[config.mk]
export PLATFORM = sky130hd
export DESIGN_NAME = fetch_stage
export DESIGN_NICKNAME = d
export VERILOG_FILES = /design/src/rtl/fetch_stage.sv
export SDC_FILE = /design/constraint.sdc
export NUM_CORES = 1
export LEC_CHECK = 0
export CAP_MARGIN = 40
export CELL_PAD_IN_SITES_DETAIL_PLACEMENT = 0
export CELL_PAD_IN_SITES_GLOBAL_PLACEMENT = 1
export CORE_MARGIN = 3
export CORE_UTILIZATION = 30
export CTS_CLUSTER_DIAMETER = 40
export DETAILED_ROUTE_END_ITERATION = 10
export DONT_BUFFER_PORTS = 1
export GPL_TIMING_DRIVEN = 0
export HOLD_SLACK_MARGIN = 0.03
export PLACE_DENSITY_LB_ADDON = 0.1
export SLEW_MARGIN = 40
export SYNTH_ARGS = -nofsm -noshare
export SYNTH_HDL_FRONTEND = slang
export SYNTH_SLANG_ARGS = --single-unit
[constraint.sdc]
create_clock -name clk -period 5.7 [get_ports clk]
set_clock_uncertainty 0.15 [all_clocks]
set_input_delay 0 -clock clk [delete_from_list [all_inputs] [get_ports clk]]
set_output_delay 0 -clock clk [all_outputs]
set_load 0.01 [all_outputs]
[src/rtl/fetch_stage.sv]
// Instruction-fetch stage: program counter, next-PC selection, IF/ID pipeline
// register and saturating stall/flush event counters.
module fetch_stage #(
  parameter int                 DATA_W   = 32,
  parameter logic [DATA_W-1:0]  RESET_PC = '0,
  parameter logic [DATA_W-1:0]  NOP      = DATA_W'(32'h0000_0013)
) (
  input  logic              clk,
  input  logic              reset,
  input  logic              PCStall,
  input  logic              IFIDStall,
  input  logic              Flush,
  input  logic [DATA_W-1:0] BranchTarget,
  input  logic [DATA_W-1:0] Instr,
  output logic [DATA_W-1:0] PC,
  output logic [DATA_W-1:0] PC_IFID,
  output logic [DATA_W-1:0] PCPlus4_IFID,
  output logic [DATA_W-1:0] Instr_IFID,
  output logic              Valid_IFID,
  output logic [31:0]       StallCount,
  output logic [31:0]       FlushCount
);

  logic [DATA_W-1:0] pc_plus4;
  logic [DATA_W-1:0] redirect_pc;
  logic              stall_event;

  // Targets are forced word-aligned; misaligned redirects are silently truncated.
  assign pc_plus4    = PC + DATA_W'(4);
  assign redirect_pc = {BranchTarget[DATA_W-1:2], 2'b00};
  assign stall_event = PCStall && !Flush;

  always_ff @(posedge clk or posedge reset) begin
    if (reset) begin
      PC <= RESET_PC;
    end else if (Flush) begin
      PC <= redirect_pc;
    end else if (!PCStall) begin
      PC <= pc_plus4;
    end
  end

  // A flush squashes the younger instruction even when decode asks to hold.
  always_ff @(posedge clk or posedge reset) begin
    if (reset) begin
      PC_IFID      <= '0;
      PCPlus4_IFID <= '0;
      Instr_IFID   <= NOP;
      Valid_IFID   <= 1'b0;
    end else if (Flush) begin
      PC_IFID      <= '0;
      PCPlus4_IFID <= '0;
      Instr_IFID   <= NOP;
      Valid_IFID   <= 1'b0;
    end else if (!IFIDStall) begin
      PC_IFID      <= PC;
      PCPlus4_IFID <= pc_plus4;
      Instr_IFID   <= Instr;
      Valid_IFID   <= 1'b1;
    end
  end

  always_ff @(posedge clk or posedge reset) begin
    if (reset) begin
      StallCount <= '0;
      FlushCount <= '0;
    end else begin
      if (stall_event && (StallCount != 32'hFFFF_FFFF)) begin
        StallCount <= StallCount + 32'd1;
      end
      if (Flush && (FlushCount != 32'hFFFF_FFFF)) begin
        FlushCount <= FlushCount + 32'd1;
      end
    end
  end

endmodule

# --- Word-level counts from Yosys, hierarchy flattened ---
# Index checks and enable logic that the tools add are counted.
word_totals:
  register_bits: 193
  latchBits: 0
  mem_bits_rw: 0
  rom_bits: 0
  in_bits: 69
  output_inout_bits: 193
  wordCells: 28
  memories: 0
classes:
  addsub: 3
  mul: 0
  div: 0
  order_cmp: 0
  eq_ne: 4
  n_shift: 0
  muxes: 10
  bitwise: 0
  reduce_logical: 4
ops:
  columns: ["cell", "n"]
  rows:
  - ["two-way mux 32 bit", 8]
  - ["adder 32 x 1 -> 32 bit, second input constant", 2]
  - ["!= test 32 bit, second input constant", 2]
  - ["adder 32 x 3 -> 32 bit, second input constant", 1]
  - ["!= test 2 x 1 -> 1 bit, second input constant", 2]
  - ["logical AND 1 bit", 3]
  - ["two-way mux 1 bit", 2]
  - ["logical NOT 1 bit", 1]

# --- Logic depth before layout (Yosys ltp) ---
depth:
  word_depth: 3
  ltp_mapped: 8
  depth_no_buf: 6

# --- Least setup slack after synthesis ---
# Ideal clock, no wire load.
synth_path:
  path_type: "reg2reg"
  startpoint: "reg PC[2]"
  endpoint: "reg PCPlus4_IFID[18]"
  setup_time_ns: 0.099
  t_arrival_ns: 2.108
  t_required_ns: 5.451
  setup_slack_ns: 3.342
  stages_incl_launch_ff: 7
  path_buffers: 1
  period_less_slack_ns: 2.358
  path_cell_list: "dfrtp_1 ha_1 nand3_2 or4_4 buf_6 or3_1 a311oi_1"
synth_between:
  elab_chain_cells: 3
synth_rtl:
  columns: ["item", "line", "source"]
  rows:
  - ["start, declared", "15", "output logic [DATA_W-1:0] PC,"]
  - ["start signal, assigned", "37", "PC <= redirect_pc;"]
  - ["start signal, assigned", "39", "PC <= pc_plus4;"]
  - ["adder 32 x 3 -> 32 bit", "29", "assign pc_plus4 = PC + DATA_W'(4);"]
  - ["two-way mux 32 bit", "55", "end else if (!IFIDStall) begin"]
  - ["two-way mux 32 bit", "50", "end else if (Flush) begin"]
  - ["end signal, assigned", "57", "PCPlus4_IFID <= pc_plus4;"]
  - ["end, declared", "17", "output logic [DATA_W-1:0] PCPlus4_IFID,"]
# Every way passes these cells. The select of a mux whose other input is x is not followed.
# A chain may end at the register's enable or synchronous reset.

# --- Worst setup path in the final report ---
layout_path:
  startpoint: "reg PC[2]"
  endpoint: "reg PC[26]"
layout_between:
  elab_chain_cells: 3
layout_rtl:
  columns: ["item", "line", "source"]
  rows:
  - ["adder 32 x 3 -> 32 bit", "29", null]
  - ["two-way mux 32 bit", "38", "end else if (!PCStall) begin"]
  - ["two-way mux 32 bit", "36", "end else if (Flush) begin"]
# Every way passes these cells. The select of a mux whose other input is x is not followed.

==> flow_summary.ini <==
[setup_path]
r2r_slack_ns = 2.45
crit_path_max_incr_delay_ns = 0.59
cp.arrival_ns = 3.42
critPathMaxFanout = 10
worst_setup_path_end_kind = flop
r2r_start = PC[2]
cp_slowest_cell = or4_4
reg2reg_to = PC[26]
crit_required_ns = 5.87
crit_type = reg2reg
reg2regPathDepth = 8
path_cells = ha_1 > nand3_2 > or4_4 > buf_6 > nor4_1 > xnor2_1 > o21ai_1 > dlygate4sd3_1
crit_path_start_kind = flop

[clock_tree]
numCtsBuffers = 17
htreeDepth = 4
clock_latency_ns = 0.43
cts_repair_resize_count = 0
cts_tree = done
clock-sinks = 188
cts_max_path_buffers = 2
cts_root_buf = clkbuf_16
postCtsSetupBuffers = 0
path_clk_slew_ns = 0.08

[floorplan]
pin_count = 262
die_w_um = 180
rows = 63
die_area_um2 = 32400
die_y_um = 180
start_util = 0.305
core-area_um2 = 29800

[yosys]
ys_types = 49
synth_edf_count = 0
async_flop_share = 1.00
yosys_most_used_dff = dfrtp_1
yosysWarningCount = 0
synth_seq_cells = 188
avgSynthCellArea_um2 = 10.3
syn_inst = 886
ys_seq_area_frac = 0.518
synth_area_um2 = 9090

[routing]
route.vias.total = 6928
ant_nets = 0
first_iter_violations = 290
viasPerCell = 4.87
drt_first_pass_iters = 4
finalWirelength_mm = 28.6
avgRoutedWirePerCell_um = 20.1
drc = 0

[worst_hold_path]
hold_start = IFIDStall
hold_class = in2reg
hold_depth = 4
min_to = PCPlus4_IFID[6]

[pwr]
power_frac_seq = 0.493
intPower_uw = 2340
power_switching_uw = 974
comb_power_share = 0.124
finalPower_uw = 3310
max-vdd-ir-drop_uv = 178
p_sw_frac = 0.294
p_leak_uw = 0.00498
p_per_area_nw_per_um2 = 290
clockPowerShare = 0.383

[sta]
finalMaxSlewViolations = 0
fin_crit_sh = 0.570
tightest_slew_ns = 0.815
tns_ns = 0
fin_ws_ns = 2.45
period_minus_slack_ns = 3.25
hold_viol = 0
whs_ns = 0.0732
clock.fmax_mhz = 308
slew_headroom = 0.457
rsz0062_at_grt = no
finalSetupViolations = 0

[global_routing]
grt_max_degree = 63
grt_overflow = 0
grt.total_usage = 0.177
antenna_found_initial = 1
grt_pass1_vias = 7184
grt_pass1_wl_mm = 45.0

[cells_and_area]
final_nets = 1090
final_area_um2 = 11400
area_growth_pct = 25.5
layout-drive-gt1-share = 0.0883

[placed_design]
port-buffer-count = 0
gp_congestion = 0.758
dp_hpwl_mm = 20.5
dpl_worst_slack_ns = 2.96
place_area_um2 = 9700

[status]
status = complete, no violations

[job]
drv_cap = 0
power groups by stage:
stage                     Clock, uW  Sequential [uW]  Combinational [uW]
after floorplan                   0             1610                 258
final                          1270             1630                 413
after global placement            0             1670                 331
after CTS                      1320             1640                 420
after global routing           1380             1660                 466
after detailed placement          0             1670                 343
how the worst max path moves through the flow:
stage | start | endpoint | slack (ns) | cells past startpoint
6_report | PC[2] | PC[26] | 2.45 | 8
5_1_grt | PC[10] | PC[25] | 2.22 | 8
4_1_cts | PC[2] | PC[26] | 2.41 | 8
3_5_place_dp | PC[2] | PC[26] | 2.96 | 7
3_3_place_gp | reset | Instr_IFID[16] | -2.43 | 1
2_1_floorplan | reset | FlushCount[0] | 0.44 | 1
layout make-up:
| type | instances | area (um^2) |
|---|---|---|
| Buffer | 62 | 324 |
| Clock buffer | 17 | 425 |
| Multi-Input combinational cell | 626 | 4050 |
| Timing Repair Buffer | 112 | 1180 |
| Tap cell | 390 | 488 |
| Clock inverter | 15 | 185 |
| Fill cell | 3039 | 18400 |
| Sequential cell | 188 | 4710 |
| Inverter | 11 | 48.8 |
| Antenna cell | 1 | 2.50 |
registers in the layout, indices dropped and copies added, names as in the netlist:
signal / cells
FlushCount: 32
Instr_IFID: 32
StallCount: 32
PC_IFID: 31
PCPlus4_IFID: 30
PC: 30
Valid_IFID: 1
cell usage after synthesis (17+ instances only):
cell | instances | share of area
a211oi_1 | 17 | 0.014
and3_1 | 18 | 0.012
clkbuf_1 | 32 | 0.013
dfrtp_1 | 185 | 0.51
mux2i_1 | 62 | 0.068
nand2_1 | 76 | 0.031
nand3_1 | 29 | 0.016
nand4_1 | 38 | 0.026
nor2_1 | 110 | 0.045
nor3_1 | 25 | 0.014
nor4_1 | 19 | 0.013
o21ai_0 | 27 | 0.015
xnor2_1 | 72 | 0.069
xor2_1 | 40 | 0.039
worst max-delay path, delay by kind of cell (launching register included):
kind | cells | cell delay [ns]
adders and majority gates | 1 | 0.29
xor gates and xnor gates | 1 | 0.17
AOI/OAI and AO/OA | 1 | 0.07
DFF | 1 | 0.56
and+or+nand+nor | 3 | 1.18
buffers and inverters | 2 | 0.73
cells in the final DEF, fill, tap and decap left out, types with 4 or more instances in the layout:
master | netlist | final
dfrtp_1 | 185 | 185
nor2_1 | 110 | 110
dlygate4sd3_1 | 0 | 108
nand2_1 | 76 | 76
xnor2_1 | 72 | 72
mux2i_1 | 62 | 62
xor2_1 | 40 | 40
nand4_1 | 38 | 38
clkbuf_1 | 32 | 31
nand3_1 | 29 | 29
o21ai_0 | 27 | 27
nor3_1 | 25 | 25
and3_1 | 18 | 18
nor4_1 | 19 | 17
a211oi_1 | 17 | 17
clkbuf_16 | 0 | 17
a21oi_1 | 13 | 13
buf_4 | 10 | 10
inv_1 | 11 | 10
buf_2 | 8 | 9
or3_1 | 8 | 8
or2_2 | 8 | 8
and2_1 | 7 | 7
and4_1 | 7 | 7
o21ai_1 | 6 | 6
buf_1 | 6 | 5
nor4_2 | 2 | 4
nor3b_1 | 4 | 4
nor2b_1 | 4 | 4
a311oi_1 | 4 | 4
timing repair:
action | 4_1_cts | 5_1_grt
hold buffers | 109 | 0
endpoints found under the setup margin | 0 | 0
hold endpoints to repair | 314 | 0
layer usage:
| layer | vias to the layer above | routed length (um) | track usage |
|---|---|---|---|
| met5 | - | 0 | 0 |
| met4 | 0 | 185 | 0.0335 |
| li1 | 3319 | - | - |
| met2 | 175 | 13100 | 0.278 |
| met3 | 11 | 2140 | 0.0652 |
| met1 | 3423 | 13100 | 0.237 |
stage by stage:
| stage | std cells | util |
|---|---|---|
| 3_5_place_dp | 1280 | 0.325 |
| 6_report | 1422 | 0.383 |
| 4_1_cts | 1421 | 0.383 |
| 5_1_grt | 1422 | 0.383 |
| 3_3_place_gp | 1277 | 0.322 |
| 2_1_floorplan | 887 | - |
kinds of logic (layout without fill, tap and decap cells):
logic type                 after synthesis  after routing  synth area share
and+or+nand+nor                        372            372             0.209
xor gates and xnor gates               112            112             0.108
AOI/OAI and AO/OA                       73             73            0.0499
DFF                                    188            188             0.518
adders and majority gates                3              3           0.00413
other                                    1              3          0.000412
muxes                                   64             64            0.0707
buffers and inverters                   73            217            0.0399
Note: power is estimated with default switching activity, not from simulation.
